`config.mk`:
```
export PLATFORM = sky130hd
export DESIGN_NAME = spi_master_mode0_ctrl_flat
export DESIGN_NICKNAME = d
export VERILOG_FILES = /design/src/rtl/spi_master_mode0_ctrl_if.sv /design/src/rtl/spi_master_mode0_ctrl.sv /design/src/flat_wrapper.sv
export SDC_FILE = /design/constraint.sdc
export NUM_CORES = 1
export LEC_CHECK = 0
export CAP_MARGIN = 40
export CORE_MARGIN = 4
export CORE_UTILIZATION = 50
export DETAILED_ROUTE_END_ITERATION = 7
export PLACE_DENSITY_LB_ADDON = 0.12
export RECOVER_POWER = 100
export SLEW_MARGIN = 25
export SYNTH_ARGS = -nofsm -noshare
export SYNTH_HDL_FRONTEND = slang
export SYNTH_SLANG_ARGS = --single-unit
```
`constraint.sdc`:
```
create_clock -name clk -period 1.9 [get_ports clk]
set_input_delay 0.38 -clock clk [delete_from_list [all_inputs] [get_ports clk]]
set_output_delay 0.38 -clock clk [all_outputs]
set_load 0.03 [all_outputs]
```
`src/rtl/spi_master_mode0_ctrl_if.sv`:
```
// Command/serial bundle for the mode-0 SPI master.
// The master modport is the controller side; the slave modport is the command-block and slave-device side.
interface spi_master_mode0_ctrl_if;
    logic       start;
    logic [7:0] tx_data;
    logic [7:0] rx_data;
    logic       busy;
    logic       done;
    logic       sclk;
    logic       mosi;
    logic       miso;
    logic       cs_n;

    modport master (
        input  start, tx_data, miso,
        output rx_data, busy, done, sclk, mosi, cs_n
    );

    modport slave (
        output start, tx_data, miso,
        input  rx_data, busy, done, sclk, mosi, cs_n
    );
endinterface

```
`src/rtl/spi_master_mode0_ctrl.sv`:
```
// Single-byte full-duplex SPI master, mode 0, with sclk half-period of CLK_DIV clk cycles.
// Defining SPI_MASTER_LSB_FIRST_EN makes both shifters run LSB first; the default is MSB first.
module spi_master_mode0_ctrl #(
    parameter int CLK_DIV = 4
) (
    input  logic                   clk,
    input  logic                   rst_n,
    spi_master_mode0_ctrl_if.master bus
);
    typedef enum logic [2:0] {IDLE, LEAD, SCK_HI, SCK_LO, TRAIL, DONE} state_t;

    localparam logic [7:0] DIV_M1 = 8'(CLK_DIV - 1);

    state_t     state_q;
    logic [7:0] cnt_q;
    logic [3:0] bit_q;
    logic [7:0] tx_q;
    logic [7:0] rx_sh_q;
    logic [7:0] rx_q;
    logic       busy_q, done_q, sclk_q, mosi_q, csn_q;

    logic       cnt_last;
    logic [7:0] tx_d;
    logic [7:0] rx_sh_d;
    logic       mosi_first_d;
    logic       mosi_next_d;

    assign cnt_last = (cnt_q == DIV_M1);

`ifdef SPI_MASTER_LSB_FIRST_EN
    assign tx_d         = {1'b0, tx_q[7:1]};
    assign rx_sh_d      = {bus.miso, rx_sh_q[7:1]};
    assign mosi_first_d = bus.tx_data[0];
    assign mosi_next_d  = tx_q[1];
`else
    assign tx_d         = {tx_q[6:0], 1'b0};
    assign rx_sh_d      = {rx_sh_q[6:0], bus.miso};
    assign mosi_first_d = bus.tx_data[7];
    assign mosi_next_d  = tx_q[6];
`endif

    always_ff @(posedge clk or negedge rst_n) begin
        if (!rst_n) begin
            state_q <= IDLE;
            cnt_q   <= '0;
            bit_q   <= '0;
            tx_q    <= '0;
            rx_sh_q <= '0;
            rx_q    <= '0;
            busy_q  <= 1'b0;
            done_q  <= 1'b0;
            sclk_q  <= 1'b0;
            mosi_q  <= 1'b0;
            csn_q   <= 1'b1;
        end else begin
            done_q <= 1'b0;
            case (state_q)
                IDLE: begin
                    if (bus.start) begin
                        tx_q    <= bus.tx_data;
                        mosi_q  <= mosi_first_d;
                        csn_q   <= 1'b0;
                        busy_q  <= 1'b1;
                        cnt_q   <= '0;
                        bit_q   <= '0;
                        rx_sh_q <= '0;
                        state_q <= LEAD;
                    end
                end
                LEAD: begin
                    if (cnt_last) begin
                        cnt_q   <= '0;
                        sclk_q  <= 1'b1;
                        state_q <= SCK_HI;
                    end else begin
                        cnt_q <= cnt_q + 8'd1;
                    end
                end
                // miso is sampled at the end of the high phase, giving the slave CLK_DIV-1 cycles to settle
                SCK_HI: begin
                    if (cnt_last) begin
                        cnt_q   <= '0;
                        sclk_q  <= 1'b0;
                        rx_sh_q <= rx_sh_d;
                        bit_q   <= bit_q + 4'd1;
                        state_q <= SCK_LO;
                        if (bit_q != 4'd7) begin
                            tx_q   <= tx_d;
                            mosi_q <= mosi_next_d;
                        end
                    end else begin
                        cnt_q <= cnt_q + 8'd1;
                    end
                end
                SCK_LO: begin
                    if (cnt_last) begin
                        cnt_q <= '0;
                        if (bit_q == 4'd8) begin
                            state_q <= TRAIL;
                        end else begin
                            sclk_q  <= 1'b1;
                            state_q <= SCK_HI;
                        end
                    end else begin
                        cnt_q <= cnt_q + 8'd1;
                    end
                end
                TRAIL: begin
                    if (cnt_last) begin
                        cnt_q   <= '0;
                        rx_q    <= rx_sh_q;
                        done_q  <= 1'b1;
                        csn_q   <= 1'b1;
                        busy_q  <= 1'b0;
                        mosi_q  <= 1'b0;
                        state_q <= DONE;
                    end else begin
                        cnt_q <= cnt_q + 8'd1;
                    end
                end
                DONE:    state_q <= IDLE;
                default: state_q <= IDLE;
            endcase
        end
    end

    assign bus.rx_data = rx_q;
    assign bus.busy    = busy_q;
    assign bus.done    = done_q;
    assign bus.sclk    = sclk_q;
    assign bus.mosi    = mosi_q;
    assign bus.cs_n    = csn_q;
endmodule

```
`src/flat_wrapper.sv`:
```
// flat-port wrapper written by rule: the top's interface ports become plain ports
module spi_master_mode0_ctrl_flat 
#(
    parameter int CLK_DIV = 4
)
  (clk, rst_n, bus_start, bus_tx_data, bus_miso, bus_rx_data, bus_busy, bus_done, bus_sclk, bus_mosi, bus_cs_n);
  spi_master_mode0_ctrl_if bus_i ();
  input  logic clk;
  input  logic rst_n;
  input wire logic [$bits(bus_i.start)-1:0] bus_start;
  input wire logic [$bits(bus_i.tx_data)-1:0] bus_tx_data;
  input wire logic [$bits(bus_i.miso)-1:0] bus_miso;
  output wire logic [$bits(bus_i.rx_data)-1:0] bus_rx_data;
  output wire logic [$bits(bus_i.busy)-1:0] bus_busy;
  output wire logic [$bits(bus_i.done)-1:0] bus_done;
  output wire logic [$bits(bus_i.sclk)-1:0] bus_sclk;
  output wire logic [$bits(bus_i.mosi)-1:0] bus_mosi;
  output wire logic [$bits(bus_i.cs_n)-1:0] bus_cs_n;
  assign bus_i.start = bus_start;
  assign bus_i.tx_data = bus_tx_data;
  assign bus_i.miso = bus_miso;
  assign bus_rx_data = bus_i.rx_data;
  assign bus_busy = bus_i.busy;
  assign bus_done = bus_i.done;
  assign bus_sclk = bus_i.sclk;
  assign bus_mosi = bus_i.mosi;
  assign bus_cs_n = bus_i.cs_n;
  spi_master_mode0_ctrl #(.CLK_DIV(CLK_DIV)) u_core (.clk(clk), .rst_n(rst_n), .bus(bus_i));
endmodule
```
==> impl_metrics.toml <==
[setup_path]
crit_required_ns = 2.09
path_max_fanout = 5
worstReg2RegStart = "u_core.cnt_q[0]$_DFFE_PN0P_"
worst_setup_path_start_kind = "register"
r2r_end = "u_core.cnt_q[4]$_DFFE_PN0P_"
cp-end-kind = "register"
cp.arrival_ns = 2.02
worst-setup-path-type = "reg -> reg"
rrSetupSlack_ns = 0.07
r2r_cells = 6

[sta]
tns_ns = 0
finalHoldViolCount = 0
setup_ws_ns = 0.0715
slew-limit-headroom_pct = 33.1
fin_hold_ws_ns = 0.222
setup_viol = 0
finalCritPeriodShare_pct = 96.2
skew_ns = 0.00971
period_needed_ns = 1.83
fmax_mhz = 547
worst_pin_slew_ns = 1.00
rsz0062_at_grt = "true"
final_max_slew_viol_count = 0

[synth]
synth_cell_types = 48
synthCells = 215
synth_area_mm2 = 0.00221
syn_nets = 230
async_reset_ff_share_pct = 100
ys_seq_area_share_pct = 48.8
ys.flop_type = "dfrtp_1"
syn_avg_cell_area_um2 = 10.3
ys_seq_elements = 43
synth_edf_count = 0
yosysWarnings = 0

[clock_tree]
htreeDepth = 2
clk_pin_slew_ns = 0.09
cts-root-buf = "clkbuf_8"
cts_buffers = 5
cts_tree = "done"
clock_path_buffers = 2
cts_hold_buf = 0
clk_latency_ns = 0.30
cts_sinks = 43

[pwr]
powerDensity_mw_per_mm2 = 1420
finalPower_uw = 3940
leakagePower_uw = 0.00126
ir_drop_mv = 0.830

[global_routing]
grt.overflow.total = 0
grt_pass1_wl_um = 8450
grt_max_degree = 25
grt_util_all_layers_pct = 20.0
grt_pass1_vias = 1847
antenna_found_initial = 0

[die]
fp.dieH_um = 74.5
row_count = 23
dieArea_mm2 = 0.00555
die_w_um = 74.5
design.core.area_mm2 = 0.00414
ios = 25
start_util_pct = 53.3

[route]
drt_first_iter_violations = 216
drc = 0
wirelength_um = 5090
antenna_left = 0
dr_total_vias = 1882
via_per_inst = 6.03
wl_per_cell_um = 16.3
firstDrtPassIters = 5

[flow_run]
max_cap_viol_count = 0

[place]
place_ws_ns = -0.0172
gp_congestion = 0.918
place_area_mm2 = 0.00268
hpwlAfterDp_um = 3710
placement.io_buffers = 24

[cells_and_area]
mostFrequentLayoutCell = "dfrtp_1"
drive_gt1_share_pct = 25.6
syn_to_final_growth_pct = 25.9
final_nets = 276
insertedDiodeCount = 0
layout_common_cells = "41 x dfrtp_1, 25 x buf_4, 21 x o21ai_0, 21 x mux2_2, 15 x nand2_1"
design_area_mm2 = 0.00278

[hold_path]
hold_class = "in -> async"

[status]
status = "finished, final reports clean"
==> worst max-delay path: stages (launching register included) <==
cell	delay [ns]
dfrtp_1	0.36
ha_1	0.18
nor4b_4	0.33
buf_4	0.18
nand2_1	0.07
a32o_1	0.26
a221o_1	0.34
==> power by group <==
group / internal [uW] / leakage [uW] / total, uW / switching [uW]
Sequential: 1200 / 0.000553 / 1430 / 231
Clock: 396 / 0.0000548 / 730 / 334
Combinational: 871 / 0.000655 / 1790 / 916
==> registers in the layout, summed over array words and instances (netlist names) <==
signal and flops:
u_core.bit_q 4, u_core.bus.busy 1, u_core.bus.cs_n 1, u_core.bus.done 1
u_core.bus.mosi 1, u_core.bus.rx_data 8, u_core.bus.sclk 1, u_core.cnt_q 8
u_core.rx_sh_q 8, u_core.state_q 3, u_core.tx_q 7
==> metal layers <==
metal / wire, um / global-route usage, % / vias up
li1: - / - / 890
met1: 2150 / 25.8 / 918
met2: 2560 / 33.4 / 66
met3: 307 / 4.19 / 8
met4: 70 / 7.31 / 0
met5: 0 / 0 / -
==> cell families after synthesis <==
logic type	count (synthesis)	synth area share, %
buf+inv	25	4.70
compound gates	51	14.8
mux	22	11.7
xor+xnor	1	0.396
flops	43	48.8
fa+ha+maj	4	2.15
simple gates	69	17.4
==> cell type report <==
type	count	area, um2
repair buffers	54	458
multi-input cells	147	1030
clock inverters	3	46.3
flip-flops and latches	43	1080
inverters	10	37.5
clock buffers	5	68.8
well taps	50	62.6
fillers	320	1360
==> cell usage after synthesis, types with 2 or more instances <==
cell type,count,area (um2)
a21oi_1,8,40.0
a311oi_1,2,17.5
a31oi_1,2,12.5
a32oi_1,3,26.3
and2_1,2,12.5
buf_2,7,35.0
clkbuf_1,6,22.5
dfrtp_1,42,1050
ha_1,3,37.5
inv_1,10,37.5
mux2_2,21,236
nand2_1,15,56.3
nand3_1,7,35.0
nand4_1,14,87.6
nor2_1,12,45.0
nor3_1,2,10.0
o21ai_0,21,105
o221ai_1,2,17.5
o311a_1,2,20.0
o31ai_1,4,30.0
or4_1,3,22.5
==> worst max path at each step <==
stage / startpoint / to / slack [ns] / depth (start not counted)
final: u_core.cnt_q[0]$_DFFE_PN0P_ / u_core.cnt_q[4]$_DFFE_PN0P_ / 0.07 / 6
after global routing: u_core.cnt_q[0]$_DFFE_PN0P_ / u_core.tx_q[1]$_DFFE_PN0P_ / -0.02 / 6
after CTS: u_core.cnt_q[0]$_DFFE_PN0P_ / u_core.tx_q[1]$_DFFE_PN0P_ / 0.01 / 5
after detailed placement: bus_start / u_core.cnt_q[7]$_DFFE_PN0P_ / -0.02 / 5
after global placement: bus_start / u_core.cnt_q[7]$_DFFE_PN0P_ / 0.008 / 5
after floorplan: u_core.cnt_q[1]$_DFFE_PN0P_ / u_core.cnt_q[0]$_DFFE_PN0P_ / 0.11 / 6
==> what timing repair did <==
item | 4_1_cts | 5_1_grt
setup endpoints to repair | 0 | 10
buffers inserted | 0 | 1
gates resized for setup | 0 | 4
==> stage by stage <==
stage,std cells,util [%]
2_1_floorplan,215,-
3_3_place_gp,303,64.8
3_5_place_dp,303,64.8
4_1_cts,311,67.5
5_1_grt,312,67.1
6_report,312,67.1
No activity file was read; power rests on OpenSTA's default activity.
